[src/rtl/flag_unit_pkg.sv]
// Shared ALU-op / condition-code encodings and flag-update helpers for the
// EX-stage flag unit.
package flag_pkg;

  localparam logic [2:0] ALU_PASS = 3'b000;
  localparam logic [2:0] ALU_ADD  = 3'b010;
  localparam logic [2:0] ALU_SUB  = 3'b011;
  localparam logic [2:0] ALU_AND  = 3'b100;
  localparam logic [2:0] ALU_ORR  = 3'b101;
  localparam logic [2:0] ALU_EOR  = 3'b110;

  localparam logic [3:0] COND_EQ = 4'h0;
  localparam logic [3:0] COND_NE = 4'h1;
  localparam logic [3:0] COND_HS = 4'h2;
  localparam logic [3:0] COND_LO = 4'h3;
  localparam logic [3:0] COND_MI = 4'h4;
  localparam logic [3:0] COND_PL = 4'h5;
  localparam logic [3:0] COND_VS = 4'h6;
  localparam logic [3:0] COND_VC = 4'h7;
  localparam logic [3:0] COND_HI = 4'h8;
  localparam logic [3:0] COND_LS = 4'h9;
  localparam logic [3:0] COND_GE = 4'hA;
  localparam logic [3:0] COND_LT = 4'hB;
  localparam logic [3:0] COND_GT = 4'hC;
  localparam logic [3:0] COND_LE = 4'hD;
  localparam logic [3:0] COND_AL = 4'hE;
  localparam logic [3:0] COND_NV = 4'hF;

  localparam int FLAG_N = 3;
  localparam int FLAG_Z = 2;
  localparam int FLAG_C = 1;
  localparam int FLAG_V = 0;

  function automatic logic op_sets_flags(input logic [2:0] op);
    return (op == ALU_ADD) || (op == ALU_SUB) || (op == ALU_AND);
  endfunction

  // Logical ops only produce N/Z; carry and overflow are forced clear.
  function automatic logic [3:0] next_flags(input logic [2:0] op,
                                            input logic n, input logic z,
                                            input logic c, input logic v);
    if (op == ALU_AND) return {n, z, 1'b0, 1'b0};
    return {n, z, c, v};
  endfunction

endpackage

[src/rtl/flag_unit_if.sv]
// EX-stage bundle between the pipeline (master) and the flag unit (slave).
interface flag_unit_if #(
  parameter int NUM_FLAGS = 4,
  parameter int COND_W    = 4
);
  logic [2:0]           ALUCntrlO;
  logic                 FlagEO;
  logic                 alu_n;
  logic                 alu_z;
  logic                 alu_c;
  logic                 alu_v;
  logic                 stall;
  logic                 flush;
  logic                 br_req;
  logic [COND_W-1:0]    cond;
  logic [NUM_FLAGS-1:0] flags_q;
  logic                 flags_valid;
  logic                 take_branch;
  logic [7:0]           write_count;

  modport master (
    output ALUCntrlO, FlagEO, alu_n, alu_z, alu_c, alu_v,
           stall, flush, br_req, cond,
    input  flags_q, flags_valid, take_branch, write_count
  );

  modport slave (
    input  ALUCntrlO, FlagEO, alu_n, alu_z, alu_c, alu_v,
           stall, flush, br_req, cond,
    output flags_q, flags_valid, take_branch, write_count
  );
endinterface

[src/rtl/flag_unit_cond_eval.sv]
// Combinational B.cond evaluator: condition code plus {N,Z,C,V} -> taken.
module cond_eval
  import flag_pkg::*;
#(
  parameter int NUM_FLAGS = 4,
  parameter int COND_W    = 4
) (
  input  logic [COND_W-1:0]    i_cond,
  input  logic [NUM_FLAGS-1:0] i_flags,
  output logic                 o_true
);

  logic w_n, w_z, w_c, w_v;

  assign w_n = i_flags[FLAG_N];
  assign w_z = i_flags[FLAG_Z];
  assign w_c = i_flags[FLAG_C];
  assign w_v = i_flags[FLAG_V];

  always_comb begin
    o_true = 1'b0;
    case (i_cond)
      COND_EQ: o_true = w_z;
      COND_NE: o_true = !w_z;
      COND_HS: o_true = w_c;
      COND_LO: o_true = !w_c;
      COND_MI: o_true = w_n;
      COND_PL: o_true = !w_n;
      COND_VS: o_true = w_v;
      COND_VC: o_true = !w_v;
      COND_HI: o_true = w_c && !w_z;
      COND_LS: o_true = !w_c || w_z;
      COND_GE: o_true = (w_n == w_v);
      COND_LT: o_true = (w_n != w_v);
      COND_GT: o_true = !w_z && (w_n == w_v);
      COND_LE: o_true = w_z || (w_n != w_v);
      COND_AL: o_true = 1'b1;
      COND_NV: o_true = 1'b1;
      default: o_true = 1'b0;
    endcase
  end

endmodule

[src/rtl/flag_unit.sv]
// Architectural NZCV register with stall/flush-gated writes, a same-cycle
// bypass for branch evaluation, and a committed-write counter.
module flag_unit
  import flag_pkg::*;
#(
  parameter int NUM_FLAGS = 4,
  parameter int COND_W    = 4
) (
  input  logic      clk,
  input  logic      reset,
  flag_unit_if.slave bus
);

  logic [NUM_FLAGS-1:0] r_flags;
  logic                 r_valid;
  logic [7:0]           r_count;

  logic                 w_sets;
  logic                 w_fwd;
  logic                 w_we;
  logic [NUM_FLAGS-1:0] w_new;
  logic [NUM_FLAGS-1:0] w_eff;
  logic                 w_cond_true;

  assign w_sets = op_sets_flags(bus.ALUCntrlO);
  assign w_new  = next_flags(bus.ALUCntrlO, bus.alu_n, bus.alu_z,
                             bus.alu_c, bus.alu_v);

  // Bypass ignores stall so the branch decision is stable while EX is frozen.
  assign w_fwd  = bus.FlagEO && w_sets && !bus.flush;
  assign w_we   = w_fwd && !bus.stall;
  assign w_eff  = w_fwd ? w_new : r_flags;

  cond_eval #(
    .NUM_FLAGS (NUM_FLAGS),
    .COND_W    (COND_W)
  ) u_cond_eval (
    .i_cond  (bus.cond),
    .i_flags (w_eff),
    .o_true  (w_cond_true)
  );

  always_ff @(posedge clk) begin
    if (reset) begin
      r_flags <= '0;
      r_valid <= 1'b0;
      r_count <= 8'd0;
    end else if (w_we) begin
      r_flags <= w_new;
      r_valid <= 1'b1;
      r_count <= r_count + 8'd1;
    end
  end

  assign bus.flags_q     = r_flags;
  assign bus.flags_valid = r_valid;
  assign bus.write_count = r_count;
  assign bus.take_branch = bus.br_req && !bus.flush && w_cond_true;

endmodule

[src/flat_wrapper.sv]
// flat-port wrapper written by rule: the top's interface ports become plain ports
module flag_unit_flat import flag_pkg::*;
#(
  parameter int NUM_FLAGS = 4,
  parameter int COND_W    = 4
)
  (clk, reset, bus_ALUCntrlO, bus_FlagEO, bus_alu_n, bus_alu_z, bus_alu_c, bus_alu_v, bus_stall, bus_flush, bus_br_req, bus_cond, bus_flags_q, bus_flags_valid, bus_take_branch, bus_write_count);
  flag_unit_if #(.NUM_FLAGS(NUM_FLAGS), .COND_W(COND_W)) bus_i ();
  input  logic clk;
  input  logic reset;
  input wire logic [$bits(bus_i.ALUCntrlO)-1:0] bus_ALUCntrlO;
  input wire logic [$bits(bus_i.FlagEO)-1:0] bus_FlagEO;
  input wire logic [$bits(bus_i.alu_n)-1:0] bus_alu_n;
  input wire logic [$bits(bus_i.alu_z)-1:0] bus_alu_z;
  input wire logic [$bits(bus_i.alu_c)-1:0] bus_alu_c;
  input wire logic [$bits(bus_i.alu_v)-1:0] bus_alu_v;
  input wire logic [$bits(bus_i.stall)-1:0] bus_stall;
  input wire logic [$bits(bus_i.flush)-1:0] bus_flush;
  input wire logic [$bits(bus_i.br_req)-1:0] bus_br_req;
  input wire logic [$bits(bus_i.cond)-1:0] bus_cond;
  output wire logic [$bits(bus_i.flags_q)-1:0] bus_flags_q;
  output wire logic [$bits(bus_i.flags_valid)-1:0] bus_flags_valid;
  output wire logic [$bits(bus_i.take_branch)-1:0] bus_take_branch;
  output wire logic [$bits(bus_i.write_count)-1:0] bus_write_count;
  assign bus_i.ALUCntrlO = bus_ALUCntrlO;
  assign bus_i.FlagEO = bus_FlagEO;
  assign bus_i.alu_n = bus_alu_n;
  assign bus_i.alu_z = bus_alu_z;
  assign bus_i.alu_c = bus_alu_c;
  assign bus_i.alu_v = bus_alu_v;
  assign bus_i.stall = bus_stall;
  assign bus_i.flush = bus_flush;
  assign bus_i.br_req = bus_br_req;
  assign bus_i.cond = bus_cond;
  assign bus_flags_q = bus_i.flags_q;
  assign bus_flags_valid = bus_i.flags_valid;
  assign bus_take_branch = bus_i.take_branch;
  assign bus_write_count = bus_i.write_count;
  flag_unit #(.NUM_FLAGS(NUM_FLAGS), .COND_W(COND_W)) u_core (.clk(clk), .reset(reset), .bus(bus_i));
endmodule
[config.mk]
export PLATFORM = sky130hd
export DESIGN_NAME = flag_unit_flat
export DESIGN_NICKNAME = d
export VERILOG_FILES = /design/src/rtl/flag_unit_pkg.sv /design/src/rtl/flag_unit_if.sv /design/src/rtl/flag_unit_cond_eval.sv /design/src/rtl/flag_unit.sv /design/src/flat_wrapper.sv
export SDC_FILE = /design/constraint.sdc
export NUM_CORES = 1
export LEC_CHECK = 0
export BUFFER_PORTS_ARGS = -buffer_cell sky130_fd_sc_hd__buf_2
export CORE_ASPECT_RATIO = 0.7
export CORE_MARGIN = 2
export CORE_UTILIZATION = 45
export CTS_CLUSTER_SIZE = 16
export DETAILED_ROUTE_END_ITERATION = 6
export PLACE_DENSITY = 0.73
export SLEW_MARGIN = 20
export SYNTH_ARGS = -nofsm -noshare
export SYNTH_HDL_FRONTEND = slang
export SYNTH_SLANG_ARGS = --single-unit
[constraint.sdc]
create_clock -name clk -period 5 [get_ports clk]
set_clock_uncertainty 0.15 [all_clocks]
set_input_delay 0.75 -clock clk [delete_from_list [all_inputs] [get_ports clk]]
set_output_delay 0.75 -clock clk [all_outputs]
set_load 0.05 [all_outputs]
==> results.cfg <==
[synthesis]
synth_top_area_share_pct = 29.4
synth-xor-area-share_pct = 6.93
synth_compound_area_share_pct = 22.3
synth-seq-area-share_pct = 29.4
synth.avg_cell_area_um2 = 7.90
ys_warn_count = 0
syn_nets = 130
synth_ff_type = dfxtp_1
synth_fa_ha_area_share_pct = 1.41
synth_cell_type_count = 42
synth_seq_cells = 13
synth_simple_gate_area_share_pct = 30.0
async_flop_share_pct = 0
synth-edff-count = 0
synth_mux_area_share_pct = 5.23
syn_inst = 112
synth_largest_area_cell = dfxtp_1
synth_top_family_by_area = simple AND/OR/NAND/NOR gates
synth_area_leaders = dfxtp_1, nor2_1, xor2_1
netlist_area_um2 = 885

[clocking]
post-cts-setup-buffers = 0
cts_buffers = 3
cts-root-buf = clkbuf_4
cts_hold_buf = 0
insertion_delay_ns = 0.27
ctsResizeCount = 0
cts_htree_levels = 1
clk_pin_slew_ns = 0.07
cts.sinks = 13
cts_tree = done
clk_path_buf_depth = 2

[cells_and_area]
stdcell_count = 162
nNetsFinal = 159
n_antenna_cell = 0
layout_commonest_cell = buf_2
area_delta_synth_final_pct = 20.1
layout_common_cells = buf_2, nor2_1, dfxtp_1
drive_above_1_share_pct = 28.6
final_core_util_pct = 57.3

[detailed_routing]
wl_um = 2080
vias = 945
drtIter0Drc = 22
wl_per_cell_um = 12.9
drt_pass1_iterations = 4
routed_via_density = 5.83
postRouteAntennaNets = 0
drc_errors = 0

[worst_hold_path]
min_path_cells = 2
hp-class = reg -> reg
hp-start = u_core.bus.flags_valid
worstHoldEndpoint = u_core.bus.flags_valid

[placed_design]
place.detailed.hpwl_um = 1620
portBuffers = 30
dp_cells = 158
dp_slack_ns = 0.960
globalplace.congestion = 0.953

[worst_setup_path]
path_class = in -> out
r2r_end = u_core.bus.write_count[7]
reg2reg_setup_slack_ns = 3.77
cp_num_buf_inv = 2
critical_path.top_delay_family = simple AND/OR/NAND/NOR gates
cp.arrival_ns = 3.14
crit_required_ns = 4.10
crit_path_cell_trace = buf_2, or3b_4, a21o_1, mux2_4, or4_1, a211o_1, a41oi_2, buf_2
path_common_cell = buf_2
ff2ff_path_depth = 4
worstReg2RegStart = u_core.bus.write_count[2]
end_kind = primary output
cp-start-kind = input pin
slowest_delay_ns = 0.47
worstPathMaxFanout = 9
slowest_stage = or4_1

[timing]
relSlewSlack_pct = 72.3
setup-tns-final_ns = 0
hold_viol_final = 0
tightest_slew_ns = 0.410
layout_worst_path_cycle_share_pct = 80.9
slew_viol_final = 0
timing.final.ws_setup_ns = 0.957
setup_viol = 0
rsz0062_at_grt = false
fmax_ghz = 0.247
layout_min_cycle_time_ns = 4.04

[outcome]
status = finished, final reports clean

[power]
power_density_nw_per_um2 = 196
p_leak_nw = 0.497
max-vdd-ir-drop_mv = 0.182
power.total_w = 0.000208

[grt]
grt_usage_pct = 19.0
antenna_found_initial = 0
grt_overflow = 0
grt_max_degree = 14
grt_pass1_wl_um = 3390
grt_pass1_vias = 750

[job]
cap_violations = 0

[die]
num_rows = 13
fp.dieW_um = 57.0
pin_count = 31
die_h_um = 41.1
core-area_um2 = 1850
initial_utilization_pct = 47.7
die-area_um2 = 2340
[per-layer routing]
| layer | wire length, um | GRT usage [%] |
|---|---|---|
| met1 | 1070 | 26.5 |
| met2 | 896 | 31.9 |
| met3 | 120 | 4.73 |
| met4 | 0 | 0 |
| met5 | 0 | 0 |
[worst reg2reg max path: cells and delay by family, from the launching register on]
family	cells	cell delay [ns]
and+or+nand+nor	3	0.44
xor gates and xnor gates	1	0.13
DFF	1	0.40
[final cells by class]
type | count | area (um^2)
Fill cell | 186 | 792
Multi-Input combinational cell | 90 | 583
Sequential cell | 13 | 260
Timing Repair Buffer | 31 | 158
Tap cell | 22 | 27.5
Clock buffer | 4 | 26.3
Inverter | 2 | 7.51
[power breakdown]
| group | switching (W) | internal (W) | total [W] |
|---|---|---|---|
| clock | 0.0000313 | 0.0000309 | 0.0000621 |
| combinational | 0.0000250 | 0.0000158 | 0.0000408 |
| sequential | 0.000000973 | 0.000104 | 0.000105 |
[through the flow]
| step | hold slack (ns) | area (um^2) |
|---|---|---|
| floorplan | 0.550 | 885 |
| global placement | 0.297 | 1040 |
| finish | 0.316 | 1060 |
| CTS | 0.321 | 1060 |
| detailed placement | 0.303 | 1040 |
| global route | 0.377 | 1060 |
[cell families (layout without fill, tap and decap cells)]
group | Yosys count | in the layout
buffers and inverters | 9 | 37
AND/OR/NAND/NOR | 50 | 50
AO/OA/AOI/OAI | 28 | 28
multiplexers | 4 | 4
flip-flops | 13 | 13
adder cells (fa/ha/maj) | 1 | 1
XOR/XNOR | 7 | 7
[sequential cells by signal (all words and copies together), names as in the netlist]
name and count:
u_core.bus.write_count 8, u_core.bus.flags_valid 1, u_core.bus.flags_q 4
[worst max-delay path by stage]
stage                startpoint               to  slack, ns  depth (start not counted)
2_1_floorplan  bus_ALUCntrlO[1]  bus_take_branch       1.04                          7
3_3_place_gp   bus_ALUCntrlO[1]  bus_take_branch       1.02                          8
3_5_place_dp   bus_ALUCntrlO[1]  bus_take_branch       0.96                          8
4_1_cts        bus_ALUCntrlO[1]  bus_take_branch       0.96                          8
5_1_grt        bus_ALUCntrlO[1]  bus_take_branch       0.87                          8
6_report       bus_ALUCntrlO[1]  bus_take_branch       0.96                          8
[synth_stat cells, types with 2 or more instances]
cell type and instances:
nor2_1 15, dfxtp_1 13, nand2_1 8, o21ai_0 8
a21oi_1 5, and3_1 5, xor2_1 5, clkbuf_1 4
nand3_1 4, or3_1 3, a211oi_1 2, buf_1 2
inv_1 2, mux2i_1 2, nand2b_1 2, nand4_1 2
nor2b_1 2, nor3_1 2, o31ai_1 2, xnor2_1 2
Power figures use the tool's default switching activity.
